--- src/rtl/tdc_pkg.sv ---
// Shared types for the TDC measurement path: controller states, result record
// and the fine-code width helper.
package tdc_pkg;

  typedef enum logic [2:0] {
    IDLE,
    ARM,
    WAIT_START,
    COUNT,
    RESULT
  } tdc_ctrl_state_t;

  // Widest interval any supported configuration produces; the readout block
  // stores results in this record.
  localparam int TDC_RES_MAX_W = 32;

  typedef struct packed {
    logic [TDC_RES_MAX_W-1:0] interval;
    logic                     timeout;
  } tdc_result_t;

  function automatic int fine_width(input int num_taps);
    return (num_taps > 1) ? $clog2(num_taps) : 1;
  endfunction

endpackage

--- src/rtl/tdc_coarse_cnt.sv ---
// Cycle counter shared by the start-wait and coarse-count phases. A clear loads
// 1 so the value always equals the 1-based index of the current phase cycle.
module tdc_coarse_cnt #(
  parameter int CNT_W = 17,
  parameter int LIMIT = 1024
) (
  input  logic             clk,
  input  logic             rst_n,
  input  logic             clr,
  input  logic             en,
  output logic [CNT_W-1:0] count,
  output logic             tc
);

  logic [CNT_W-1:0] count_reg;

  always_ff @(posedge clk or negedge rst_n) begin
    if (!rst_n) begin
      count_reg <= '0;
    end else if (clr) begin
      count_reg <= CNT_W'(1);
    end else if (en) begin
      count_reg <= count_reg + CNT_W'(1);
    end
  end

  assign count = count_reg;
  assign tc    = (count_reg == CNT_W'(LIMIT));

endmodule

--- src/rtl/tdc_meas_ctrl.sv ---
// Measurement sequencer: arms the delay-line front end, times start/stop hits
// and delivers coarse*NUM_TAPS + start_fine - stop_fine on a valid/ready port.
module tdc_meas_ctrl
  import tdc_pkg::*;
#(
  parameter int NUM_TAPS    = 32,
  parameter int COARSE_W    = 16,
  parameter int TIMEOUT_CYC = 1024,
  localparam int FINE_W     = fine_width(NUM_TAPS)
) (
  input  logic                       clk,
  input  logic                       rst_n,
  input  logic                       meas_req,
  output logic                       meas_busy,
  output logic                       tdc_clr,
  output logic                       tdc_arm,
  input  logic                       start_hit,
  input  logic [FINE_W-1:0]          start_fine,
  input  logic                       stop_hit,
  input  logic [FINE_W-1:0]          stop_fine,
  output logic                       res_valid,
  input  logic                       res_ready,
  output logic [COARSE_W+FINE_W-1:0] res_time,
  output logic                       res_timeout
);

  localparam int RES_W = COARSE_W + FINE_W;
  // One spare bit so the counter can reach TIMEOUT_CYC == 2**COARSE_W.
  localparam int CNT_W = COARSE_W + 1;

  tdc_ctrl_state_t  state_reg, state_next;
  logic [CNT_W-1:0] count;
  logic             phase_tc;
  logic             coarse_limit;
  logic             cnt_clr, cnt_en;
  logic             latch_start, load_res;

  logic [FINE_W-1:0]   start_fine_reg;
  logic [FINE_W-1:0]   fine_a;
  logic [COARSE_W-1:0] coarse_sel;
  logic [RES_W:0]      diff;
  logic [RES_W-1:0]    meas_time;
  logic [RES_W-1:0]    res_time_reg, res_time_next;
  logic                res_timeout_reg, res_timeout_next;

  tdc_coarse_cnt #(
    .CNT_W (CNT_W),
    .LIMIT (TIMEOUT_CYC)
  ) u_cnt (
    .clk   (clk),
    .rst_n (rst_n),
    .clr   (cnt_clr),
    .en    (cnt_en),
    .count (count),
    .tc    (phase_tc)
  );

  assign coarse_limit = (count == CNT_W'(TIMEOUT_CYC - 1));

  // Start and stop in the same cycle: coarse is 0 and the start code is taken
  // straight from the input since it has not been latched yet.
  always_comb begin
    fine_a     = (state_reg == WAIT_START) ? start_fine : start_fine_reg;
    coarse_sel = (state_reg == WAIT_START) ? '0 : count[COARSE_W-1:0];
    diff       = {1'b0, coarse_sel, fine_a} - (RES_W+1)'(stop_fine);
    meas_time  = diff[RES_W] ? '0 : diff[RES_W-1:0];
  end

  always_comb begin
    state_next       = state_reg;
    cnt_clr          = 1'b0;
    cnt_en           = 1'b0;
    latch_start      = 1'b0;
    load_res         = 1'b0;
    res_time_next    = meas_time;
    res_timeout_next = 1'b0;
    case (state_reg)
      IDLE: begin
        if (meas_req) state_next = ARM;
      end
      ARM: begin
        cnt_clr    = 1'b1;
        state_next = WAIT_START;
      end
      WAIT_START: begin
        cnt_en = 1'b1;
        if (start_hit && stop_hit) begin
          load_res   = 1'b1;
          state_next = RESULT;
        end else if (start_hit) begin
          latch_start = 1'b1;
          cnt_clr     = 1'b1;
          state_next  = COUNT;
        end else if (phase_tc) begin
          load_res         = 1'b1;
          res_time_next    = '0;
          res_timeout_next = 1'b1;
          state_next       = RESULT;
        end
      end
      COUNT: begin
        cnt_en = 1'b1;
        if (stop_hit) begin
          load_res   = 1'b1;
          state_next = RESULT;
        end else if (coarse_limit) begin
          load_res         = 1'b1;
          res_time_next    = '0;
          res_timeout_next = 1'b1;
          state_next       = RESULT;
        end
      end
      RESULT: begin
        if (res_ready) state_next = IDLE;
      end
      default: state_next = IDLE;
    endcase
  end

  always_ff @(posedge clk or negedge rst_n) begin
    if (!rst_n) begin
      state_reg <= IDLE;
    end else begin
      state_reg <= state_next;
    end
  end

  always_ff @(posedge clk or negedge rst_n) begin
    if (!rst_n) begin
      start_fine_reg  <= '0;
      res_time_reg    <= '0;
      res_timeout_reg <= 1'b0;
    end else begin
      if (latch_start) start_fine_reg <= start_fine;
      if (load_res) begin
        res_time_reg    <= res_time_next;
        res_timeout_reg <= res_timeout_next;
      end
    end
  end

  assign meas_busy   = (state_reg != IDLE);
  assign tdc_clr     = (state_reg == ARM);
  assign tdc_arm     = (state_reg == WAIT_START) || (state_reg == COUNT);
  assign res_valid   = (state_reg == RESULT);
  assign res_time    = res_time_reg;
  assign res_timeout = res_timeout_reg;

endmodule

--- config.mk ---
export PLATFORM = sky130hd
export DESIGN_NAME = tdc_meas_ctrl
export DESIGN_NICKNAME = d
export VERILOG_FILES = /design/src/rtl/tdc_pkg.sv /design/src/rtl/tdc_coarse_cnt.sv /design/src/rtl/tdc_meas_ctrl.sv
export SDC_FILE = /design/constraint.sdc
export NUM_CORES = 1
export LEC_CHECK = 0
export CORE_AREA = 2 2 95 97
export CTS_CLUSTER_SIZE = 24
export DETAILED_ROUTE_END_ITERATION = 10
export DIE_AREA = 0 0 97 99
export HOLD_SLACK_MARGIN = 0.08
export PLACE_DENSITY = 0.55
export REMOVE_ABC_BUFFERS = 1
export SYNTH_ARGS = -nofsm -noshare
export SYNTH_HDL_FRONTEND = slang
export SYNTH_SLANG_ARGS = --single-unit
--- constraint.sdc ---
create_clock -name clk -period 5.4 [get_ports clk]
set_input_delay 1.35 -clock clk [delete_from_list [all_inputs] [get_ports clk]]
set_output_delay 1.35 -clock clk [all_outputs]
set_load 0.005 [all_outputs]
---- Yosys cells after proc, flatten, opt, wreduce, memory -nomap -nowiden ----
Index checks and enable logic that the tools add are counted.
cells by class
  divide/modulo/power cells ............... 0
  reduce and logical (&&, ||, !) cells .... 7
  $mul .................................... 0
  bitwise gates (word level) .............. 0
  shifts and indexed selects .............. 0
  eq/ne operators ......................... 10
  add/subtract/negate cells ............... 2
  mux-type cells .......................... 33
  magnitude comparators ................... 0
operator list
  cell                                                    number
  2-to-1 mux 21 bit                                       6
  one-hot mux 21 bit (2 select lines)                     1
  2-to-1 mux 17 bit                                       2
  subtractor 21 x 5 -> 22 bit                             1
  2-to-1 mux 3 bit                                        7
  adder 17 x 1 -> 17 bit (second input constant)          1
  == test 17 x 10 -> 1 bit (second input constant)        1
  == test 17 x 11 -> 1 bit (second input constant)        1
  2-to-1 mux 16 bit                                       1
  one-hot mux 3 bit (5 select lines)                      1
  2-to-1 mux 1 bit                                        11
  == test 3 x 2 -> 1 bit (second input constant)          2
  one-hot mux 1 bit (2 select lines)                      3
  2-to-1 mux 5 bit                                        1
  inequality test 4 x 3 -> 1 bit (second input constant)  1
  AND reduction 4 bit                                     1
  == test 3 x 1 -> 1 bit (second input constant)          1
  == test 3 bit (second input constant)                   1
  logical NOT 3 bit                                       1
  inequality test 3 bit (second input constant)           1
  nonzero test 3 bit                                      1
  inequality test 2 x 1 -> 1 bit (second input constant)  1
  inequality test 2 bit (second input constant)           1
  nonzero test 2 bit                                      1
  3 further kinds                                         3
storage, ports and cells
  memory bits (writable) .................. 0
  latch bits .............................. 0
  output and inout bits ................... 26
  flip-flop bits (word level) ............. 47
  input port bits ......................... 16
  memory bits (read-only) ................. 0
  logic and storage cells ................. 57
  memories ................................ 0

---- Depth between registers and ports, before layout ----
  depth in word-level cells ............... 8
  mapped depth ............................ 14
  depth with buffers taken out ............ 10

---- Hierarchy ----
A second synthesis with hierarchy kept.
unflattened totals
  cell total of the unflattened synthesis .. 324
  area total of the unflattened synthesis .. 2,989.1 um2
modules (own cells, without submodules)
  module          cells each  area each (um2)  seq. area each (um2)  instances
  tdc_meas_ctrl   229         2,048.2          750.7                 1
  tdc_coarse_cnt  95          940.9            425.4                 1

---- Worst setup path before layout ----
Ideal clock, no wire load.
  kind .................................... reg2reg
  from .................................... reg state_reg[1]
  to ...................................... reg res_time_reg[14] (netlist: res_time[14])
  clock period less this slack ............ 3,400 ps
  path buffers ............................ 4
  arrival time ............................ 3,332 ps
  cell stages (with the launch flop) ...... 14
  setup slack ............................. 2,000 ps
  cells stage by stage .................... dfrtp_1 -> clkbuf_1 -> or3b_2 -> clkbuf_1 -> clkbuf_1 -> clkbuf_1 -> nand2_1 -> nand2_1 -> ha_1 -> nor2b_1 -> o31ai_1 -> a21oi_1 -> a211oi_1 -> a32o_1
between the ends
  word-level cells in the longest chain between the ends .. 8
  elaborated cells on any way between the ends .. 13
  classes of those cells .................. 1 x add/sub; 2 x eq/ne; 10 x mux
RTL lines
  element                                                       line                                                           source
  from (decl)                                                   tdc_meas_ctrl.sv:31                                            tdc_ctrl_state_t state_reg, state_next;
  from (signal assigned)                                        tdc_meas_ctrl.sv:124                                           state_reg <= state_next;
  == test 3 x 2 -> 1 bit                                        tdc_meas_ctrl.sv:63, tdc_meas_ctrl.sv:64, tdc_meas_ctrl.sv:77
  2-to-1 mux 5 bit / 2-to-1 mux 16 bit (equally long branches)  tdc_meas_ctrl.sv:63, tdc_meas_ctrl.sv:64
  subtractor 21 x 5 -> 22 bit                                   tdc_meas_ctrl.sv:65                                            diff = {1'b0, coarse_sel, fine_a} - (RES_W+1)'(stop_fine);
  2-to-1 mux 21 bit                                             tdc_meas_ctrl.sv:66                                            meas_time = diff[RES_W] ? '0 : diff[RES_W-1:0];
  2-to-1 mux 21 bit                                             tdc_meas_ctrl.sv:94                                            end else if (phase_tc) begin
  2-to-1 mux 21 bit                                             tdc_meas_ctrl.sv:90                                            end else if (start_hit) begin
  2-to-1 mux 21 bit                                             tdc_meas_ctrl.sv:87                                            if (start_hit && stop_hit) begin
  one-hot mux 21 bit (2 select lines)                           tdc_meas_ctrl.sv:77                                            case (state_reg)
  to (signal assigned)                                          tdc_meas_ctrl.sv:136                                           res_time_reg <= res_time_next;
  to (decl)                                                     tdc_meas_ctrl.sv:43                                            logic [RES_W-1:0] res_time_reg, res_time_next;
Several ways; a longest one is shown, not always the timed one.
A chain may end at the register's enable or synchronous reset.

---- Worst setup path after layout ----
  from .................................... in start_fine[0]
  to ...................................... reg res_time_reg[14] (netlist: res_time[14])
between the ends
  word-level cells in the longest chain between the ends .. 7
  elaborated cells on any way between the ends .. 9
  classes of those cells .................. 1 x add/sub; 8 x mux
RTL lines
  element                                  line                 source
  from (decl)                              tdc_meas_ctrl.sv:18  input logic [FINE_W-1:0] start_fine,
  2-to-1 mux 5 bit (*)                     tdc_meas_ctrl.sv:63  fine_a = (state_reg == WAIT_START) ? start_fine : start_fine_reg;
  subtractor 21 x 5 -> 22 bit (*)          tdc_meas_ctrl.sv:65
  2-to-1 mux 21 bit (*)                    tdc_meas_ctrl.sv:66
  2-to-1 mux 21 bit                        tdc_meas_ctrl.sv:94
  2-to-1 mux 21 bit                        tdc_meas_ctrl.sv:90
  2-to-1 mux 21 bit                        tdc_meas_ctrl.sv:87
  one-hot mux 21 bit (2 select lines) (*)  tdc_meas_ctrl.sv:77
Every way passes the cells marked *; elsewhere a longest branch is shown, timed or not.

==> out/qor.csv <==
metric,value,unit
status,completed,
Crit Path Class,in -> reg,
post-DP HPWL,5.52,mm
r2r setup slk,1.82,ns
Reg2Reg Capture Point,res_time[14]$_DFFE_PN0P_,
Final Routed Wirelength,7.55,mm
Placer Congestion,0.897,
cell row count,34,
DR iter-0 viols,180,
dpl cell area,3350,µm²
I/O Buffers,41,
Clock Skew,0.00340,ns
CTS resizes,0,
Synth area leaders,"dfrtp_1 (40%), nor2_1 (4.1%), xnor2_1 (3.6%)",
Synth top area share,40.2,%
Mapped Area,2930,µm²
max-cap violation count,0,
worst-skew pair later-pin latency,0.30,ns
hold depth,1,
die area,9600,µm²
Worst VDD drop,0.252,mV
total negative setup slack,0,ns
Vias,2524,
"slowest stage delay, CP",0.63,ns
chip width,97,µm
Final Cell Area,3470,µm²
worst r2r src,state_reg[0]$_DFFE_PN0P_,
Initial Util,34.3,%
max FFs per register,21,
drt first pass iters,4,
crit-path cells,clkdlybuf4s50_1 -> mux2i_1 -> ha_1 -> fa_1 -> nor2b_1 -> o31ai_1 -> a21oi_1 -> a211oi_1 -> a32o_1,
sequential-to-total area share from yosys stat,40.2,%
Critical Path End Type,register,
most common cell in the netlist,dfrtp_1,
Yosys top cell by area,dfrtp_1,
Worst Path Arrival,3.99,ns
antenna violations before repair,0,
number of synthesized register bits,47,
Post-synth top flop,dfrtp_1,
final hold vios,0,
min-delay src,res_time[1]$_DFFE_PN0P_,
critical path launch point type,input port,
remaining global-route overflow,0,
highest clock rate,267,MHz
setup repair bufs after CTS,0,
critical path peak fanout,6,
Worst Hold Endpoint,res_time[1]$_DFFE_PN0P_,
core area,8550,µm²
# DRC,0,
Inserted Clock Buffers,5,
Worst path slowest cell,a211oi_1,
setup violators final,0,
syn avg cell area,9.01,µm²
first-pass GRT wire length,12.7,mm
Final nets,372,
worst hold path class,reg -> reg,
Mapped Cells,325,
share of post-route cells with drive strength above 1,5.16,%
# IOs,42,
pwr dens,521,nW/µm²
final core utilization,40.5,%
drt wl/cell,16.5,µm
CTS tree,built,
asr flop ratio synth,100,%
Die Y,99,µm
DR vias/cell,5.52,
GRT Resource Usage Total,16.3,%
post-synth cell types,51,
Sink Count,47,
"Clk pin slew, worst setup/hold paths",0.09,ns
RSZ-0062 raised after global routing,no,
largest net degree at the start of global routing,48,
Clock Tree Root,clkbuf_8,
most frequent cells after synthesis,"dfrtp_1 (47), nor2_1 (32), nand2_1 (27), clkbuf_1 (22), inv_1 (13)",
# diodes,0,
fin crit period,3.74,ns
H-tree Lvls,2,
Detail Route Antenna Nets,0,
Pwr Total,1.81,mW
Worst EP required,5.64,ns
Slew HR,31.7,%
Pleak,1.50,nW
synthesis-to-finish area growth,18.4,%
final worst-path cycle share,69.3,%
Post-synth EDFFs,0,
vias in the first global route,2427,
Pins Over Slew Limit,0,
worst reg-to-reg path cell count,9,
CTS max path bufs,2,
worst slew pin tran,1.02,ns
Syn. warnings,0,
hold_buf cts,0,
[critical path, delay by kind of cell]
kind / cells / cell delay [ns]
AO/OA/AOI/OAI: 4 / 1.56
adder cells (fa/ha/maj): 2 / 0.42
buffers and inverters: 1 / 0.42
multiplexers: 1 / 0.15
AND/OR/NAND/NOR: 1 / 0.08
[how the worst max path moves through the flow]
stage	startpoint	to
4_1_cts	start_fine[0]	res_time[14]$_DFFE_PN0P_
5_1_grt	start_fine[0]	res_time[14]$_DFFE_PN0P_
3_5_place_dp	start_fine[0]	res_time[14]$_DFFE_PN0P_
2_1_floorplan	state_reg[0]$_DFFE_PN0P_	res_time[14]$_DFFE_PN0P_
6_report	start_fine[0]	res_time[14]$_DFFE_PN0P_
3_3_place_gp	start_fine[0]	res_time[18]$_DFFE_PN0P_
[final cells by class]
type | count | area, µm²
well taps | 108 | 135
flip-flops and latches | 47 | 1180
multi-input cells | 239 | 1580
inverters | 13 | 48.8
clock buffers | 6 | 82.6
repair buffers | 42 | 413
fillers | 887 | 5080
clock inverters | 2 | 35.0
[kinds of logic after synthesis]
kind of cell               after synthesis  synth area share (%)
AOI/OAI and AO/OA                       75                  19.0
and+or+nand+nor                        130                  22.9
adders and majority gates                8                  3.67
DFF                                     47                  40.2
xor gates and xnor gates                19                  5.68
buffers and inverters                   39                  6.02
muxes                                    7                  2.61
[per-layer routing]
layer  vias up  share of wire [%]  routed length (µm)  global-route usage (%)
li1       1227                  -                   -                       -
met1      1220                 49                3700                    23.5
met2        71                 46                3460                    25.5
met3         6                4.1                 310                    2.70
met4         0                1.1                  80                    4.44
met5         -                  0                   0                       0
[cells in the final DEF (no fill, tap or decap), drive strengths merged, types with 7 or more instances in the layout]
cell and count:
inv 13, nor3 10, a22o 9, o21ai 10, nand3 12, a31oi 8
nor4 7, a32o 9, xnor2 12, ha 7, a21oi 9, dfrtp 47
xor2 7, clkdlybuf4s50 40, nor2 32, nand2 27, nand4 9
[metrics by stage]
stage	worst slack (ns)	hold slack, ns	cells
after floorplan	2.12	0.479	299
after global placement	1.44	0.478	449
after detailed placement	1.37	0.477	449
after CTS	1.68	0.502	457
after global routing	1.46	0.517	457
final	1.66	0.493	457
[report_power, final]
group	internal [mW]	total (mW)	switching, mW
combinational	0.449	0.984	0.535
sequential	0.449	0.552	0.103
clock	0.150	0.271	0.121
total	1.05	1.81	0.759
(Power assumes the default switching activity.)
